--- src/rtl/multicycle_controller.sv ---
// Moore FSM that sequences a multicycle RV32I datapath (shared ALU, unified memory).
// Optional feature macro ILLEGAL_TRAP_EN: unknown opcodes trap into a sticky ERROR state.
module multicycle_controller #(
  parameter int STATE_W = 4
) (
  input  logic               clk,
  input  logic               rst,
  input  logic [6:0]         op,
  input  logic [2:0]         funct3,
  input  logic [6:0]         funct7,
  input  logic               zero,
  input  logic               lt,
  output logic               PCWrite,
  output logic               AdrSrc,
  output logic               MemWrite,
  output logic               IRWrite,
  output logic [1:0]         ResultSrc,
  output logic [1:0]         ALUSrcA,
  output logic [1:0]         ALUSrcB,
  output logic [2:0]         ALUControl,
  output logic [2:0]         ImmSrc,
  output logic               RegWrite,
  output logic               instr_done,
`ifdef ILLEGAL_TRAP_EN
  output logic               illegal,
`endif
  output logic [STATE_W-1:0] state_o
);

  typedef enum logic [STATE_W-1:0] {
    S_FETCH  = 'd0,
    S_DECODE = 'd1,
    S_MEMADR = 'd2,
    S_MEMRD  = 'd3,
    S_MEMWB  = 'd4,
    S_MEMWR  = 'd5,
    S_EXER   = 'd6,
    S_EXEI   = 'd7,
    S_ALUWB  = 'd8,
    S_JAL    = 'd9,
    S_JALR1  = 'd10,
    S_JALR2  = 'd11,
    S_BRANCH = 'd12,
    S_LUI    = 'd13,
    S_ERROR  = 'd14
  } state_t;

  localparam logic [6:0] OP_LOAD  = 7'b0000011;
  localparam logic [6:0] OP_STORE = 7'b0100011;
  localparam logic [6:0] OP_R     = 7'b0110011;
  localparam logic [6:0] OP_I     = 7'b0010011;
  localparam logic [6:0] OP_JAL   = 7'b1101111;
  localparam logic [6:0] OP_JALR  = 7'b1100111;
  localparam logic [6:0] OP_BR    = 7'b1100011;
  localparam logic [6:0] OP_LUI   = 7'b0110111;

  localparam logic [2:0] ALU_ADD = 3'b000;
  localparam logic [2:0] ALU_SUB = 3'b001;
  localparam logic [2:0] ALU_AND = 3'b010;
  localparam logic [2:0] ALU_OR  = 3'b011;
  localparam logic [2:0] ALU_XOR = 3'b100;
  localparam logic [2:0] ALU_SLT = 3'b101;
  localparam logic [2:0] ALU_SLL = 3'b110;
  localparam logic [2:0] ALU_SRL = 3'b111;

  localparam logic [2:0] IMM_I = 3'b000;
  localparam logic [2:0] IMM_S = 3'b001;
  localparam logic [2:0] IMM_B = 3'b010;
  localparam logic [2:0] IMM_J = 3'b011;
  localparam logic [2:0] IMM_U = 3'b100;

  state_t state_q, state_d;

  // Only funct7[5] carries meaning here (sub vs add); the other bits are don't-care.
  logic unused_funct7;
  assign unused_funct7 = ^{funct7[6], funct7[4:0]};

  // sltu shares the slt encoding and sra degrades to srl: the ALU has no unsigned or arithmetic shift op.
  function automatic logic [2:0] alu_dec(input logic [2:0] f3, input logic sub_en);
    case (f3)
      3'b000:  alu_dec = sub_en ? ALU_SUB : ALU_ADD;
      3'b001:  alu_dec = ALU_SLL;
      3'b010:  alu_dec = ALU_SLT;
      3'b011:  alu_dec = ALU_SLT;
      3'b100:  alu_dec = ALU_XOR;
      3'b101:  alu_dec = ALU_SRL;
      3'b110:  alu_dec = ALU_OR;
      default: alu_dec = ALU_AND;
    endcase
  endfunction

  logic br_taken;
  always_comb begin
    case (funct3)
      3'b000:  br_taken = zero;
      3'b001:  br_taken = ~zero;
      3'b100:  br_taken = lt;
      3'b101:  br_taken = ~lt;
      default: br_taken = 1'b0;
    endcase
  end

  always_comb begin
    case (op)
      OP_STORE: ImmSrc = IMM_S;
      OP_BR:    ImmSrc = IMM_B;
      OP_JAL:   ImmSrc = IMM_J;
      OP_LUI:   ImmSrc = IMM_U;
      default:  ImmSrc = IMM_I;
    endcase
  end

  always_ff @(posedge clk) begin
    if (rst) state_q <= S_FETCH;
    else     state_q <= state_d;
  end

  assign state_o = state_q;

  always_comb begin
    state_d    = state_q;
    PCWrite    = 1'b0;
    AdrSrc     = 1'b0;
    MemWrite   = 1'b0;
    IRWrite    = 1'b0;
    ResultSrc  = 2'b00;
    ALUSrcA    = 2'b00;
    ALUSrcB    = 2'b00;
    ALUControl = ALU_ADD;
    RegWrite   = 1'b0;
    instr_done = 1'b0;
`ifdef ILLEGAL_TRAP_EN
    illegal    = 1'b0;
`endif
    case (state_q)
      S_FETCH: begin
        IRWrite   = 1'b1;
        ALUSrcB   = 2'b10;
        ResultSrc = 2'b10;
        PCWrite   = 1'b1;
        state_d   = S_DECODE;
      end
      S_DECODE: begin
        // Branch/jal target is precomputed here into ALUOut.
        ALUSrcA = 2'b01;
        ALUSrcB = 2'b01;
        case (op)
          OP_LOAD, OP_STORE: state_d = S_MEMADR;
          OP_R:              state_d = S_EXER;
          OP_I:              state_d = S_EXEI;
          OP_JAL:            state_d = S_JAL;
          OP_JALR:           state_d = S_JALR1;
          OP_BR:             state_d = S_BRANCH;
          OP_LUI:            state_d = S_LUI;
          default: begin
`ifdef ILLEGAL_TRAP_EN
            state_d    = S_ERROR;
`else
            instr_done = 1'b1;
            state_d    = S_FETCH;
`endif
          end
        endcase
      end
      S_MEMADR: begin
        ALUSrcA = 2'b10;
        ALUSrcB = 2'b01;
        state_d = (op == OP_LOAD) ? S_MEMRD : S_MEMWR;
      end
      S_MEMRD: begin
        AdrSrc  = 1'b1;
        state_d = S_MEMWB;
      end
      S_MEMWB: begin
        ResultSrc  = 2'b01;
        RegWrite   = 1'b1;
        instr_done = 1'b1;
        state_d    = S_FETCH;
      end
      S_MEMWR: begin
        AdrSrc     = 1'b1;
        MemWrite   = 1'b1;
        instr_done = 1'b1;
        state_d    = S_FETCH;
      end
      S_EXER: begin
        ALUSrcA    = 2'b10;
        ALUSrcB    = 2'b00;
        ALUControl = alu_dec(funct3, funct7[5]);
        state_d    = S_ALUWB;
      end
      S_EXEI: begin
        ALUSrcA    = 2'b10;
        ALUSrcB    = 2'b01;
        ALUControl = alu_dec(funct3, 1'b0);
        state_d    = S_ALUWB;
      end
      S_ALUWB: begin
        ResultSrc  = 2'b00;
        RegWrite   = 1'b1;
        instr_done = 1'b1;
        state_d    = S_FETCH;
      end
      S_JAL: begin
        // PC takes the DECODE target while the ALU forms the link value OldPC+4.
        ALUSrcA   = 2'b01;
        ALUSrcB   = 2'b10;
        ResultSrc = 2'b00;
        PCWrite   = 1'b1;
        state_d   = S_ALUWB;
      end
      S_JALR1: begin
        ALUSrcA = 2'b10;
        ALUSrcB = 2'b01;
        state_d = S_JALR2;
      end
      S_JALR2: begin
        ALUSrcA   = 2'b01;
        ALUSrcB   = 2'b10;
        ResultSrc = 2'b00;
        PCWrite   = 1'b1;
        state_d   = S_ALUWB;
      end
      S_BRANCH: begin
        ALUSrcA    = 2'b10;
        ALUSrcB    = 2'b00;
        ALUControl = ALU_SUB;
        ResultSrc  = 2'b00;
        PCWrite    = br_taken;
        instr_done = 1'b1;
        state_d    = S_FETCH;
      end
      S_LUI: begin
        ResultSrc  = 2'b11;
        RegWrite   = 1'b1;
        instr_done = 1'b1;
        state_d    = S_FETCH;
      end
`ifdef ILLEGAL_TRAP_EN
      S_ERROR: begin
        illegal = 1'b1;
        state_d = S_ERROR;
      end
`endif
      default: state_d = S_FETCH;
    endcase

    // Reset presents FETCH selects with every strobe suppressed.
    if (rst) begin
      state_d    = S_FETCH;
      PCWrite    = 1'b0;
      AdrSrc     = 1'b0;
      MemWrite   = 1'b0;
      IRWrite    = 1'b0;
      ResultSrc  = 2'b10;
      ALUSrcA    = 2'b00;
      ALUSrcB    = 2'b10;
      ALUControl = ALU_ADD;
      RegWrite   = 1'b0;
      instr_done = 1'b0;
`ifdef ILLEGAL_TRAP_EN
      illegal    = 1'b0;
`endif
    end
  end

endmodule

--- config.mk ---
export PLATFORM = sky130hd
export DESIGN_NAME = multicycle_controller
export DESIGN_NICKNAME = d
export VERILOG_FILES = /design/src/rtl/multicycle_controller.sv
export SDC_FILE = /design/constraint.sdc
export NUM_CORES = 1
export LEC_CHECK = 0
export CAP_MARGIN = 20
export CORE_ASPECT_RATIO = 1.2
export CORE_MARGIN = 2
export CORE_UTILIZATION = 34
export CTS_CLUSTER_DIAMETER = 40
export DETAILED_ROUTE_END_ITERATION = 6
export GPL_TIMING_DRIVEN = 1
export HOLD_SLACK_MARGIN = 0.06
export PLACE_DENSITY = 0.76
export SETUP_SLACK_MARGIN = 0.5
export SYNTH_ARGS = -nofsm -noshare
export SYNTH_HDL_FRONTEND = slang
export SYNTH_SLANG_ARGS = --single-unit
--- constraint.sdc ---
create_clock -name clk -period 1.36 [get_ports clk]
set_input_delay 0.272 -clock clk [delete_from_list [all_inputs] [get_ports clk]]
set_output_delay 0.272 -clock clk [all_outputs]
set_load 0.02 [all_outputs]
==> impl_metrics.env, run 1 <==
export IMPL_num_rows=18
export IMPL_status="did not finish"
export IMPL_ys_warn_count=0
export IMPL_ys_ff_latch=4
export IMPL_post_dp_hpwl_um=2410
export IMPL_die_h_um=55.0
export IMPL_grt_max_degree=13
export IMPL_portBuffers=36
export IMPL_stop_stage="5_1_grt"
export IMPL_postGrtWorstEndpoint="PCWrite"
export IMPL_async_reset_ff_share_pct=0
export IMPL_synth_cell_area_um2=738
export IMPL_die_w_um=46.5
export IMPL_postCtsHoldBufs=0
export IMPL_tool_error="[ERROR DPL-0038] Utilization greater than 100%, impossible to legalize"
export IMPL_syn_area_per_cell_um2=6.53
export IMPL_cts_num_sinks=4
export IMPL_endpoint_type="primary output"
export IMPL_cts_made_buffers=3
export IMPL_io_pins=43
export IMPL_start_util_pct=36.0
export IMPL_ys_flop_type="dfxtp_1"
export IMPL_gp_congestion=0.815
export IMPL_ys_seq_area_share_pct=10.8
export IMPL_h_tree_depth=1
export IMPL_synthCells=113
export IMPL_synthesis_nets=134
export IMPL_synth_edff_count=0
export IMPL_synth_distinct_cells=41
export IMPL_clk_path_buf_depth=2
export IMPL_root_buffer="clkbuf_4"
[logic make-up after synthesis]
kind of cell	count (synthesis)	share of synthesized area [%]
compound gates	29	27.0
xor+xnor	6	7.12
buf+inv	11	6.78
flops	4	10.8
mux	2	2.71
simple gates	61	45.6
[metrics by stage]
step | instance area (um^2) | instances | TNS, ns | utilization, % | worst slack (ns)
CTS | 1860 | 227 | -3.83 | 91.0 | -0.383
detailed placement | 1600 | 214 | -15.56 | 78.1 | -0.953
global placement | 1600 | 214 | -14.90 | 78.1 | -0.917
floorplan | 980 | 113 | -0.775 | - | -0.131
[cells in the mapped netlist, types with 2 or more instances]
master | number | area, um^2
a211oi_1 | 5 | 37.5
a21oi_1 | 6 | 30.0
a31oi_1 | 3 | 18.8
clkbuf_1 | 7 | 26.3
dfxtp_1 | 4 | 80.1
inv_1 | 2 | 7.51
mux2i_1 | 2 | 20.0
nand2_1 | 7 | 26.3
nand2b_1 | 9 | 56.3
nand3_1 | 4 | 20.0
nand3b_1 | 2 | 15.0
nor2_1 | 12 | 45.0
nor2b_1 | 3 | 18.8
nor3_1 | 11 | 55.1
nor4_1 | 2 | 12.5
o21ai_0 | 4 | 20.0
o221ai_1 | 2 | 17.5
xnor2_1 | 4 | 35.0
xor2_1 | 2 | 17.5
[timing repair]
action                     4_1_cts
setup buffers                    9
cloned                           0
pin swaps                       14
resized for setup              208
setup endpoints to repair       26
==> run 2, diff against run 1 <==
==> config.mk (replaced) <==
export PLATFORM = sky130hd
export DESIGN_NAME = multicycle_controller
export DESIGN_NICKNAME = d
export VERILOG_FILES = /design/src/rtl/multicycle_controller.sv
export SDC_FILE = /design/constraint.sdc
export NUM_CORES = 1
export LEC_CHECK = 0
export CAP_MARGIN = 20
export CORE_AREA = 2 2 63 65
export DETAILED_ROUTE_END_ITERATION = 6
export DIE_AREA = 0 0 65 67
export GPL_TIMING_DRIVEN = 1
export PLACE_DENSITY_LB_ADDON = 0.15
export SYNTH_ARGS = -nofsm -noshare
export SYNTH_HDL_FRONTEND = slang
export SYNTH_SLANG_ARGS = --single-unit
==> constraint.sdc (replaced) <==
create_clock -name clk -period 1.8 [get_ports clk]
set_input_delay 0.36 -clock clk [delete_from_list [all_inputs] [get_ports clk]]
set_output_delay 0.36 -clock clk [all_outputs]
set_load 0.02 [all_outputs]
==> impl_metrics.env, run 2 <==
export IMPL_post_cts_setup_buffer_count=0
export IMPL_grt_setup_unrepaired="yes"
export IMPL_startpoint_type="input port"
export IMPL_crit_path_start="funct7[5]"
export IMPL_gp_congestion=0.818
export IMPL_critPathSlowestCell="clkdlybuf4s50_1"
export IMPL_grt_max_degree=13
export IMPL_crit_path_max_incr_delay_ns=0.46
export IMPL_worst_clock_skew_ns=0.00168
export IMPL_async_reset_ff_share_pct=0
export IMPL_ys_seq_area_share_pct=10.8
export IMPL_grt_pass1_vias=1091
export IMPL_area_growth_pct=118
export IMPL_cp_depth=5
export IMPL_crit_family="buffers and inverters"
export IMPL_status="completed"
export IMPL_synthesis_nets=134
export IMPL_cts_tree="done"
export IMPL_synthCells=113
export IMPL_dieArea_mm2=0.00436
export IMPL_synth_common_cells="nor2_1 (12), nor3_1 (11), nand2b_1 (9), clkbuf_1 (7), nand2_1 (7)"
export IMPL_cts_num_sinks=4
export IMPL_worst_setup_path_end_kind="output port"
export IMPL_synth_top_area_cell="dfxtp_1"
export IMPL_ys_warn_count=0
export IMPL_io_pins=43
export IMPL_regArea_um2=88.8
export IMPL_grt_usage_pct=14.2
export IMPL_ys_top_cells_by_area="dfxtp_1 (11%), nand2b_1 (7.6%), nor3_1 (7.5%)"
export IMPL_final_common_cell="buf_4"
export IMPL_hp_class="input port to register"
export IMPL_r2r_end="state_o[2]"
export IMPL_crit_required_ns=1.44
export IMPL_vias=1126
export IMPL_maxCapViolations=0
export IMPL_slew_viol_final=0
export IMPL_leakage_nw=0.719
export IMPL_cts_made_buffers=3
export IMPL_die_h_um=67
export IMPL_syn_area_per_cell_um2=6.53
export IMPL_synth_edff_count=0
export IMPL_tns_ns=0
export IMPL_power_density_mw_per_mm2=337
export IMPL_h_tree_depth=1
export IMPL_synthDominantCellAreaShare_pct=10.8
export IMPL_nets=217
export IMPL_wl_per_cell_um=12.4
export IMPL_fillerInstances=374
export IMPL_total_power_mw=0.544
export IMPL_worst_slack_ns=0.0468
export IMPL_wirelength_um=2990
export IMPL_drcViolationCount=0
export IMPL_fin_crit_ns=1.75
export IMPL_grt_pass1_wl_um=4870
export IMPL_drt_iter0_drc=31
export IMPL_holdPathEnd="state_o[3]"
export IMPL_report_final_setup_viol=0
export IMPL_r2r_cells=6
export IMPL_post_dp_hpwl_um=2310
export IMPL_clk_path_buf_depth=2
export IMPL_worstMarginPinSlew_ns=0.250
export IMPL_clk_pin_slew_worst_paths_ns=0.03
export IMPL_crit_fanout=1
export IMPL_holdCritStartpoint="rst"
export IMPL_slew_headroom_pct=83.2
export IMPL_ir_drop_mv=0.214
export IMPL_portBuffers=36
export IMPL_antennaDiodeCount=0
export IMPL_fin_crit_sh_pct=97.4
export IMPL_crit_chain="clkdlybuf4s50_1, nor4b_4, o21ai_2, a21oi_2, buf_4"
export IMPL_fmax_mhz=570
export IMPL_synth_most_common_cell="nor2_1"
export IMPL_die_w_um=65
export IMPL_coreArea_mm2=0.00361
export IMPL_final_cell_mix="buf_4 (58), nor2_1 (10), buf_2 (10)"
export IMPL_routed_via_density=4.65
export IMPL_drive_gt1_share_pct=57.2
export IMPL_grt_antenna_before_repair=0
export IMPL_clk_latency_ns=0.22
export IMPL_cp_data_arrival_time_ns=1.39
export IMPL_ys_flop_type="dfxtp_1"
export IMPL_grt_remaining_overflow=0
export IMPL_r2r_start="state_o[1]"
export IMPL_num_rows=22
export IMPL_antenna_left=0
export IMPL_worst_setup_path_type="input port to output port"
export IMPL_synth_distinct_cells=41
export IMPL_drt_pass1_iter_count=4
export IMPL_ys_ff_latch=4
export IMPL_r2r_slack_ns=0.46
export IMPL_root_buffer="clkbuf_8"
export IMPL_synth_cell_area_um2=738
export IMPL_hold_depth=3
export IMPL_post_place_ws_ns=-0.757
export IMPL_largest_reg_flops=4
export IMPL_hold_violations=0
export IMPL_multiInputGateArea_um2=768
export IMPL_start_util_pct=20.5
export IMPL_cp_num_buf_inv=2
[run 2: kinds of logic after synthesis]
group,Yosys count,synth area share [%]
DFF,4,10.8
muxes,2,2.71
and+or+nand+nor,61,45.6
xor gates and xnor gates,6,7.12
buffers and inverters,11,6.78
AOI/OAI and AO/OA,29,27.0
[run 2: final cells by class]
| cell class | count | area share, % |
|---|---|---|
| clock buffer | 3 | 2.56 |
| tap | 48 | 3.72 |
| inverter | 2 | 0.465 |
| sequential | 4 | 5.51 |
| timing repair buffer | 87 | 40.1 |
| multi-input combinational | 98 | 47.6 |
[run 2: what timing repair did]
item                                    CTS  global route
pin swaps                                10             3
hold buffers                              0             0
endpoints found under the setup margin   20            12
resized for setup                       109            24
[run 2: worst max-delay path by stage]
stage	end	slack, ns
detailed placement	instr_done	-0.76
global route	ALUControl[0]	-0.03
floorplan	RegWrite	0.004
finish	ALUControl[0]	0.05
CTS	instr_done	-0.0006
global placement	instr_done	-0.74
[run 2: worst register-to-register path, stage by stage, from the launching register on]
cell      delay (ns)
dfxtp_1         0.33
buf_4           0.19
nor2_2          0.05
buf_4           0.13
o21a_1          0.16
a211oi_1        0.19
a21boi_0        0.20
[run 2: metal layers]
layer / global-route usage [%] / share of wire [%]
met5: 0 / 0
met4: 1.60 / 0
met3: 3.21 / 3.5
met2: 24.7 / 50
met1: 18.2 / 47
[run 2: power by group]
group / switching (mW) / internal [mW]
sequential: 0.00448 / 0.0905
combinational: 0.122 / 0.138
clock: 0.0458 / 0.143
[run 2: through the flow]
| step | util (%) | instances | hold WS [ns] | cell area (um^2) |
|---|---|---|---|---|
| after floorplan | - | 113 | 0.544 | 790 |
| after global placement | 42.9 | 239 | 0.658 | 1550 |
| after detailed placement | 42.9 | 239 | 0.659 | 1550 |
| after CTS | 44.0 | 242 | 0.678 | 1590 |
| after global routing | 44.7 | 242 | 0.686 | 1610 |
| final | 44.7 | 242 | 0.654 | 1610 |
(Power assumes the default switching activity.)
==> run 3, diff against run 2 <==
--- a/config.mk
+++ b/config.mk
@@ -5,7 +5,6 @@
 export SDC_FILE = /design/constraint.sdc
 export NUM_CORES = 1
 export LEC_CHECK = 0
-export CAP_MARGIN = 20
 export CORE_AREA = 2 2 63 65
 export DETAILED_ROUTE_END_ITERATION = 6
 export DIE_AREA = 0 0 65 67
==> results of run 3 <==
No change in the layout: final DEF, timing and power equal those of run 2.
==> run 4, diff against run 3 <==
--- a/config.mk
+++ b/config.mk
@@ -10,6 +10,7 @@
 export DIE_AREA = 0 0 65 67
 export GPL_TIMING_DRIVEN = 1
 export PLACE_DENSITY_LB_ADDON = 0.15
+export REMOVE_ABC_BUFFERS = 1
 export SYNTH_ARGS = -nofsm -noshare
 export SYNTH_HDL_FRONTEND = slang
 export SYNTH_SLANG_ARGS = --single-unit
==> constraint.sdc (replaced) <==
create_clock -name clk -period 1.9 [get_ports clk]
set_input_delay 0.38 -clock clk [delete_from_list [all_inputs] [get_ports clk]]
set_output_delay 0.38 -clock clk [all_outputs]
set_load 0.02 [all_outputs]
==> impl_metrics.env, run 4 (synthesis gave the netlist of run 2 again) <==
export IMPL_status="completed"
export IMPL_grt_remaining_overflow=0
export IMPL_fmax_mhz=539
export IMPL_tns_ns=0
export IMPL_postLayoutCoreUtil_pct=41.6
export IMPL_dp_cells=232
export IMPL_holdPathEnd="state_o[0]"
export IMPL_grt_pass1_vias=1040
export IMPL_r2r_end="state_o[2]"
export IMPL_drcViolationCount=0
export IMPL_routed_via_density=4.71
export IMPL_gp_congestion=0.777
export IMPL_maxCapViolations=0
export IMPL_grt_max_degree=13
export IMPL_root_buffer="clkbuf_8"
export IMPL_met1_length_um=1260
export IMPL_r2r_start="state_o[0]"
export IMPL_final_cell_mix="buf_4 (49), nor3_1 (11), nor2_1 (11)"
export IMPL_drt_pass1_iter_count=4
export IMPL_post_dp_hpwl_um=2230
export IMPL_hold_depth=2
export IMPL_route_met2_wl_um=1490
export IMPL_clk_path_buf_depth=2
export IMPL_holdCritStartpoint="state_o[0]"
export IMPL_grt_usage_pct=13.5
export IMPL_antenna_left=0
export IMPL_grt_pass1_wl_um=4620
export IMPL_multiInputGateArea_um2=683
export IMPL_nets=210
export IMPL_hold_violations=0
export IMPL_worst_slack_ns=0.0443
export IMPL_met3_length_um=86
export IMPL_cts_made_buffers=3
export IMPL_drive_gt1_share_pct=44.4
export IMPL_start_util_pct=20.5
export IMPL_antennaDiodeCount=0
export IMPL_total_power_mw=0.494
export IMPL_fillerInstances=387
export IMPL_r2r_slack_ns=0.52
export IMPL_final_common_cell="buf_4"
export IMPL_wl_per_cell_um=12.1
export IMPL_report_final_setup_viol=0
export IMPL_fin_crit_ns=1.86
export IMPL_post_place_ws_ns=-0.706
export IMPL_area_growth_pct=103
export IMPL_leakage_nw=0.667
export IMPL_hold_slack_ns=0.608
export IMPL_cts_num_sinks=4
export IMPL_vias=1106
export IMPL_crit_required_ns=1.52
export IMPL_coreArea_mm2=0.00361
export IMPL_wirelength_um=2850
export IMPL_grt_setup_unrepaired="yes"
export IMPL_ir_drop_mv=0.174
export IMPL_fin_area_mm2=0.00150
export IMPL_die_w_um=65
export IMPL_regArea_um2=88.8
export IMPL_drt_iter0_drc=35
export IMPL_crit_fanout=2
export IMPL_grt_antenna_before_repair=0
export IMPL_dieArea_mm2=0.00436
export IMPL_worst_setup_path_end_kind="output port"
export IMPL_io_pins=43
export IMPL_largest_reg_flops=4
export IMPL_cp_data_arrival_time_ns=1.48
export IMPL_startpoint_type="input port"
export IMPL_num_rows=22
export IMPL_clk_latency_ns=0.22
export IMPL_hp_class="register to register"
export IMPL_worst_clock_skew_ns=0.000484
export IMPL_cts_tree="done"
export IMPL_worst_setup_path_type="input port to output port"
export IMPL_slew_viol_final=0
export IMPL_power_density_mw_per_mm2=330
export IMPL_slew_headroom_pct=83.7
export IMPL_fin_crit_sh_pct=97.7
export IMPL_place_area_mm2=0.00145
export IMPL_portBuffers=36
export IMPL_r2r_cells=6
export IMPL_final_instance_count_excl_fill=235
export IMPL_die_h_um=67
export IMPL_highest_layer="met4"
export IMPL_clk_pin_slew_worst_paths_ns=0.03
export IMPL_worstMarginPinSlew_ns=0.245
export IMPL_h_tree_depth=1
==> run 4: cell types whose count changed in the layout (fill, tap and decap cells not counted), moves of 2 or more <==
cell             previous run  this run
nor4_2                      2         0
nor3_2                      7         0
a21oi_2                     3         1
nor4_1                      0         2
clkdlybuf4s15_1             1         3
a21oi_1                     3         5
clkbuf_2                    4         2
o21ai_0                     2         4
dlymetal6s2s_1              0         2
buf_4                      58        49
nor3_1                      4        11
==> run 4: repair_timing <==
action,CTS,global route
pin swaps,8,2
cloned,0,0
endpoints found under the setup margin,20,13
gates resized for setup,101,19
setup buffers,0,0
hold buffers,0,0
==> run 4: worst max path at each step <==
stage,start,to,depth (start not counted)
2_1_floorplan,state_o[1],ALUControl[2],3
3_3_place_gp,funct3[2],PCWrite,6
3_5_place_dp,op[3],ImmSrc[0],4
4_1_cts,op[5],ImmSrc[1],4
5_1_grt,state_o[0],ALUControl[0],5
6_report,rst,ALUControl[2],5
==> run 4: where the power goes <==
part | switching (mW) | internal, mW | total, mW
clock | 0.0451 | 0.135 | 0.180
combinational | 0.104 | 0.119 | 0.223
sequential | 0.00577 | 0.0858 | 0.0916
total | 0.155 | 0.340 | 0.494
==> run 4: per-layer routing <==
layer	vias to the layer above	global-route usage, %
li1	565	-
met1	524	17.5
met2	15	23.1
met3	2	3.04
met4	0	2.39
met5	-	0
==> run 4: critical path, stage by stage <==
cell	delay, ns
dlygate4sd2_1	0.25
nand2b_4	0.14
or3_4	0.34
a211oi_2	0.20
buf_4	0.17
==> run 4: cell type report <==
class	count	area share [%]
multi-input cells	98	45.6
repair buffers	80	41.2
flip-flops and latches	4	5.93
well taps	48	4.01
clock buffers	3	2.75
inverters	2	0.501
